===== config.mk =====
export PLATFORM = sky130hd
export DESIGN_NAME = pipeline_hazard_ctrl
export DESIGN_NICKNAME = d
export VERILOG_FILES = /design/src/rtl/pipeline_hazard_ctrl.sv
export SDC_FILE = /design/constraint.sdc
export NUM_CORES = 1
export LEC_CHECK = 0
export ABC_AREA = 1
export CAP_MARGIN = 15
export CELL_PAD_IN_SITES_DETAIL_PLACEMENT = 0
export CELL_PAD_IN_SITES_GLOBAL_PLACEMENT = 1
export CORE_ASPECT_RATIO = 1.75
export CORE_MARGIN = 2
export CORE_UTILIZATION = 22
export DETAILED_ROUTE_END_ITERATION = 8
export PLACE_DENSITY_LB_ADDON = 0.1
export SYNTH_ARGS = -nofsm -noshare
export SYNTH_HDL_FRONTEND = slang
export SYNTH_SLANG_ARGS = --single-unit

===== constraint.sdc =====
create_clock -name clk -period 3.5 [get_ports clk]
set_input_delay 0.525 -clock clk [delete_from_list [all_inputs] [get_ports clk]]
set_output_delay 0.525 -clock clk [all_outputs]
set_load 0.01 [all_outputs]

===== src/rtl/pipeline_hazard_ctrl.sv =====
// Stall/flush controller for the 5-stage pipeline: load-use bubbles, branch/jump flushes
// and fixed-latency EX freezes. Define PERF_CNT_EN to build the stall/flush counters.
module pipeline_hazard_ctrl #(
  parameter int LONG_LAT = 4,
  parameter int CNT_W    = 16
) (
  input  logic             clk,
  input  logic             rst,
  input  logic             memread_idex,
  input  logic [4:0]       rd_idex,
  input  logic [4:0]       rs_ifid,
  input  logic [4:0]       rt_ifid,
  input  logic             uses_rt_id,
  input  logic             branch_taken_ex,
  input  logic             jump_id,
  input  logic             long_op_ex,
  output logic             PCWrite,
  output logic             Write_IFID,
  output logic             Write_IDEX,
  output logic             flush_IFID,
  output logic             flush_IDEX,
  output logic             flush_EXMEM,
  output logic             long_done,
  output logic [CNT_W-1:0] stall_cnt,
  output logic [CNT_W-1:0] flush_cnt
);

  typedef enum logic {RUN, LONG} state_e;

  localparam bit         LongEn   = (LONG_LAT >= 2);
  localparam logic [3:0] LongInit = LongEn ? 4'(LONG_LAT - 2) : 4'd0;

  state_e     state_q, state_d;
  logic [3:0] cnt_q, cnt_d;
  logic       lu;

  assign lu = memread_idex && (rd_idex != 5'd0) &&
              ((rd_idex == rs_ifid) || (uses_rt_id && (rd_idex == rt_ifid)));

  always_comb begin
    PCWrite     = 1'b1;
    Write_IFID  = 1'b1;
    Write_IDEX  = 1'b1;
    flush_IFID  = 1'b0;
    flush_IDEX  = 1'b0;
    flush_EXMEM = 1'b0;
    long_done   = 1'b0;
    state_d     = state_q;
    cnt_d       = cnt_q;
    if (rst) begin
      PCWrite     = 1'b0;
      Write_IFID  = 1'b0;
      Write_IDEX  = 1'b0;
      flush_IFID  = 1'b1;
      flush_IDEX  = 1'b1;
      flush_EXMEM = 1'b1;
      state_d     = RUN;
      cnt_d       = 4'd0;
    end else begin
      case (state_q)
        RUN: begin
          if (branch_taken_ex) begin
            flush_IFID = 1'b1;
            flush_IDEX = 1'b1;
          end else if (long_op_ex && LongEn) begin
            PCWrite     = 1'b0;
            Write_IFID  = 1'b0;
            Write_IDEX  = 1'b0;
            flush_EXMEM = 1'b1;
            state_d     = LONG;
            cnt_d       = LongInit;
          end else if (lu) begin
            PCWrite    = 1'b0;
            Write_IFID = 1'b0;
            flush_IDEX = 1'b1;
          end else if (jump_id) begin
            flush_IFID = 1'b1;
          end
        end
        LONG: begin
          // Front-end hazards are held off until the long op leaves EX.
          if (cnt_q != 4'd0) begin
            PCWrite     = 1'b0;
            Write_IFID  = 1'b0;
            Write_IDEX  = 1'b0;
            flush_EXMEM = 1'b1;
            cnt_d       = cnt_q - 4'd1;
          end else begin
            long_done = 1'b1;
            state_d   = RUN;
          end
        end
        default: state_d = RUN;
      endcase
    end
  end

  always_ff @(posedge clk) begin
    state_q <= state_d;
    cnt_q   <= cnt_d;
  end

`ifdef PERF_CNT_EN
  logic [CNT_W-1:0] stall_cnt_q, flush_cnt_q;

  always_ff @(posedge clk) begin
    if (rst) begin
      stall_cnt_q <= '0;
      flush_cnt_q <= '0;
    end else begin
      if (!PCWrite && !(&stall_cnt_q)) stall_cnt_q <= stall_cnt_q + CNT_W'(1);
      if (flush_IFID && !(&flush_cnt_q)) flush_cnt_q <= flush_cnt_q + CNT_W'(1);
    end
  end

  assign stall_cnt = stall_cnt_q;
  assign flush_cnt = flush_cnt_q;
`else
  assign stall_cnt = '0;
  assign flush_cnt = '0;
`endif

endmodule


Yosys cells after proc, flatten, opt, wreduce, memory -nomap -nowiden

Index checks and enable logic that the tools add are counted.

Bits in registers: 5
Output and inout bits: 39
Logic and storage cells: 48

Add/subtract/negate cells: 1
Eq/ne operators: 5
Muxes and demuxes: 32
Bitwise gates (word level): 1
Reductions and logical operators: 7

Operators with widths:

| kind                  | count |
|---|---|
| $mux W1               | 25 |
| $mux W4               | 3 |
| $eq A5 B5 Y1          | 2 |
| $pmux W4 S2           | 1 |
| $pmux W1 S2           | 3 |
| $reduce_bool A5 Y1    | 1 |
| $ne A2 B2 Y1 const B  | 2 |
| $reduce_bool A4 Y1    | 1 |
| $sub A4 B1 Y4 const B | 1 |
| $logic_and A1 B1 Y1   | 3 |
| $reduce_and A3 Y1     | 1 |
| $ne A2 B1 Y1 const B  | 1 |
| $logic_or A1 B1 Y1    | 1 |
| $not A1 Y1            | 1 |

Longest topological paths before layout

Depth after elaboration: 9
Depth in mapped cells: 10
Gate-level depth less buffers: 9

Worst setup path before layout

No wires, ideal clock.

Path type: input to output
Start: input port rd_idex[3]
End: output port Write_IFID
Arrival time: 1.380 ns
Data required time: 2.975 ns
Path slack: 1.595 ns
Stages on the path: 8
Path buffers: 1
Cells stage by stage: inv_1 > nand4_1 > o21ai_1 > inv_1 > nand2_1 > nand2_1 > a21oi_1 > buf_4

Word-level cells in the longest chain between the ends: 9
Elaborated cells between the ends (all ways): 12
Classes of those cells: eq/ne: 2; mux: 5; reduce/logical: 5

RTL lines:

| what                      | RTL line | text |
|---|---|---|
| start: declaration        | 10       | `input logic [4:0] rd_idex,` |
| $eq A5 B5 Y1              | 38       | `((rd_idex == rs_ifid) \|\| (uses_rt_id && (rd_idex == rt_ifid)));` |
| $logic_and A1 B1 Y1       | 38       |  |
| $logic_or A1 B1 Y1        | 38       |  |
| $logic_and A1 B1 Y1 (*)   | 37       | `assign lu = memread_idex && (rd_idex != 5'd0) &&` |
| $mux W1 (*) (3 in series) | --       |  |
| $pmux W1 S2 (*)           | --       |  |
| $mux W1 (*)               | --       |  |
| end: declaration          | 18       | `output logic Write_IFID,` |

Mark *: on every way between the ends. The rest lies on a longest branch, timed or not.

Worst setup path after layout

Start: input port rd_idex[0]
End: output port flush_IDEX

Word-level cells in the longest chain between the ends: 9
Elaborated cells between the ends (all ways): 12
Classes of those cells: eq/ne: 2; mux: 5; reduce/logical: 5

RTL lines:

| what                    | RTL line | text |
|---|---|---|
| $eq A5 B5 Y1            | 38       |  |
| $logic_and A1 B1 Y1     | 38       |  |
| $logic_or A1 B1 Y1      | 38       |  |
| $logic_and A1 B1 Y1 (*) | 37       |  |
| $mux W1 (*)             | 72       | `end else if (lu) begin` |
| $mux W1 (*)             | 65       | `end else if (long_op_ex && LongEn) begin` |
| $mux W1 (*)             | 62       | `if (branch_taken_ex) begin` |
| $mux W1 (*)             | 60       | `case (state_q)` |
| $mux W1 (*)             | 50       | `if (rst) begin` |
| end: declaration        | 21       | `output logic flush_IDEX,` |

Marks and branches as above.

==> results.yml <==
outcome:
  run_status: "completed"
flow_run:
  maxCapViolCount: 0
logic_synthesis:
  postSynth.asyncResetShare: 0
  yosysUniqueCellTypes: 19
  yosysWarnings: 0
  ys_ff_latch: 5
  postSynthAreaPerCell_sq_um: 5.789
  top_post_synthesis_cells_by_area: "buf_4 32%, nand2_1 17%, dfxtp_1 13%"
  synth_top_flop_cell: "dfxtp_1"
  synth.cell_area_sq_um: 775.7
  synthMostInstantiatedCell: "nand2_1"
  synth_commonest_cells: "36 x nand2_1, 33 x buf_4, 22 x inv_1"
  seq_area_frac_synth: 0.1290
  proportion_of_netlist_area_held_by_the_largest_area_contributor: 0.3194
  synthesis.instances: 134
  synth_largest_area_cell: "buf_4"
  synth_edf_count: 0
clock_tree:
  post_cts.repair.setup_buffers: 0
  path_clk_slew_ns: 0.04
  cts_made_buffers: 3
  insertion_delay_ns: 0.22
  cts-hold-fix-buffers: 0
  tritoncts: "built"
  post_cts.resized_instances: 0
  clockRootBuffer: "clkbuf_8"
  ctsLongestPathBuffers: 2
  h_tree_levels: 1
  cts_num_sinks: 5
timing:
  clock_skew_ns: 0.003252
  finalHoldViolCount: 0
  setup_viol: 0
  final_period_utilization: 0.8055
  grt_setup_unrepaired: "false"
  final.setup.tns_ns: 0
  timing.final.max_slew_violations: 0
  fmax_mhz: 354.7
  shortest_clock_period_the_worst_path_allows_after_layout_ns: 2.819
worst_setup_path:
  cp-startpoint: "rd_idex[0]"
  critPathArrivalTime_ns: 2.29
  critPathMaxStageDelay_ns: 0.55
  cell_repeated_most_along_the_worst_path: "nand2_1"
  worstPathMaxFanout: 4
  critPathLaunchType: "input port"
  critical_path.slowest_cell: "clkdlybuf4s50_1"
  worst_ep_required_time_ns: 2.97
  timing.rr.start: "cnt_q[0]"
  cell_breakdown_of_the_critical_path: "clkdlybuf4s50_1 -> inv_1 -> nand2_1 -> nand2_1 -> nor2_1 -> nand3_1 -> nand2_1 -> nand3_1 -> a21oi_2 -> clkdlybuf4s50_1"
  endpoint_kind: "output pin"
  setup.worst_path.class: "in -> out"
floorplanning:
  core_region_area_sq_um: 3363
  die_h_um: 82.55
  die_w_um: 48.89
  design.die.area_sq_um: 4035
  start_util: 0.2307
  boundaryPins: 61
  core.rowCount: 28
power_and_ir_drop:
  netSwitchingPower_uw: 94.37
  power.ir.vdd_worst_v: 0.0002358
  share_seq_of_total_power: 0.228
  combPwrFrac: 0.391
  clock_power_share: 0.381
  switching_share: 0.3321
  power.internal_uw: 189.8
  power_density_nw_per_um2: 277.0
  static_leakage_uw: 0.0005553
placed_design:
  io_buffer_count: 28
  globalplace.congestion: 0.7234
  detailed_place_hpwl_um: 1645
global_route:
  grt_pass1_vias: 718
  grt_first_pass_wirelength_um: 2718
  antenna_violations_before_repair: 0
  grtUsageTotal: 0.08849
  global_route.overflow_total: 0
  grt_max_degree: 7
layout:
  final_net_count: 188
  finalCoreUtilization: 0.3051
  drive_gt1_frac: 0.07317
  synthToLayoutAreaGrowth_pct: 32.26
  antenna_cells_inserted: 0
detailed_routing:
  detailedRoute.firstIterationViolations: 2
  drc: 0
  vias: 752
  drt.antenna.violating_nets: 0
  postRouteWirelength_um: 1812
  wire_length_per_cell_after_detailed_routing_um: 8.670
  routed_vias_inst: 3.598
  drtPass1Iterations: 2
worst_hold_path:
  min_from: "cnt_q[1]"
  worst_hold_path_type: "reg -> reg"
## power groups by stage
stage,clock (uW),sequential [uW],combinational (uW)
finish,108,64.7,111
global route,113,65.4,124
floorplan,0,64.9,89.3
CTS,112,64.7,112
detailed placement,0,65.5,111
global placement,0,65.6,111
## area by class of cell
class	count	area, sq um
well taps	45	56.30
fillers	412	2337
multi-input cells	104	457.9
flip-flops and latches	5	100.1
repair buffers	28	280.3
inverters	23	86.33
clock buffers	4	45.04
## routing by layer
metal  track usage  part of all wire  vias to the layer above
met2        0.1973              0.60                       27
met1       0.06703              0.33                      327
met4       0.01714                 0                        0
met3       0.03777             0.069                        0
li1              -                 -                      398
met5             0                 0                        -
## worst max-delay path, delay by kind of cell
family	cells	cell delay, ns
AO/OA/AOI/OAI	1	0.12
AND/OR/NAND/NOR	6	0.50
buffers and inverters	3	1.15
## cells by family after synthesis
kind of cell / after synthesis / synth area share
AND/OR/NAND/NOR: 61 / 0.3355
AO/OA/AOI/OAI: 9 / 0.07258
buffers and inverters: 56 / 0.4306
XOR/XNOR: 1 / 0.01129
adder cells (fa/ha/maj): 1 / 0.01613
flip-flops: 5 / 0.1290
other: 1 / 0.004834
## metrics by stage
step	hold WS (ns)	total power (uW)	worst slack, ns	instance area, sq um	std cells
6_report	0.4908	284.2	0.6808	1026	209
4_1_cts	0.4914	288.4	0.6352	1026	209
3_5_place_dp	0.4843	176.6	0.6332	980.9	205
5_1_grt	0.5271	302.4	0.5053	1026	209
2_1_floorplan	0.4666	154.2	1.595	892.1	165
3_3_place_gp	0.4865	176.8	0.6422	980.9	205
## final timing paths
check / end / slack [ns] / depth (start not counted)
hold reg to reg: cnt_q[1] / 0.49 / 2
setup / recovery: flush_IDEX / 0.68 / 10
setup reg to reg: cnt_q[0] / 2.20 / 8
hold / removal: cnt_q[1] / 0.49 / 2
## sequential cells by signal, summed over array words and instances (netlist names)
name / flops
cnt_q: 4
state_q: 1
## cell usage in the layout, fill, tap and decap left out, types with 2 or more instances in the layout
cell and count:
nand2_1 36, conb_1 32, clkdlybuf4s50_1 28, inv_1 22, nor2_1 10, nand3_1 6
a21oi_1 5, dfxtp_1 5, nand2_2 3, nor3_1 3, clkbuf_8 3, o21ai_2 2
Power figures use the tool's default switching activity.
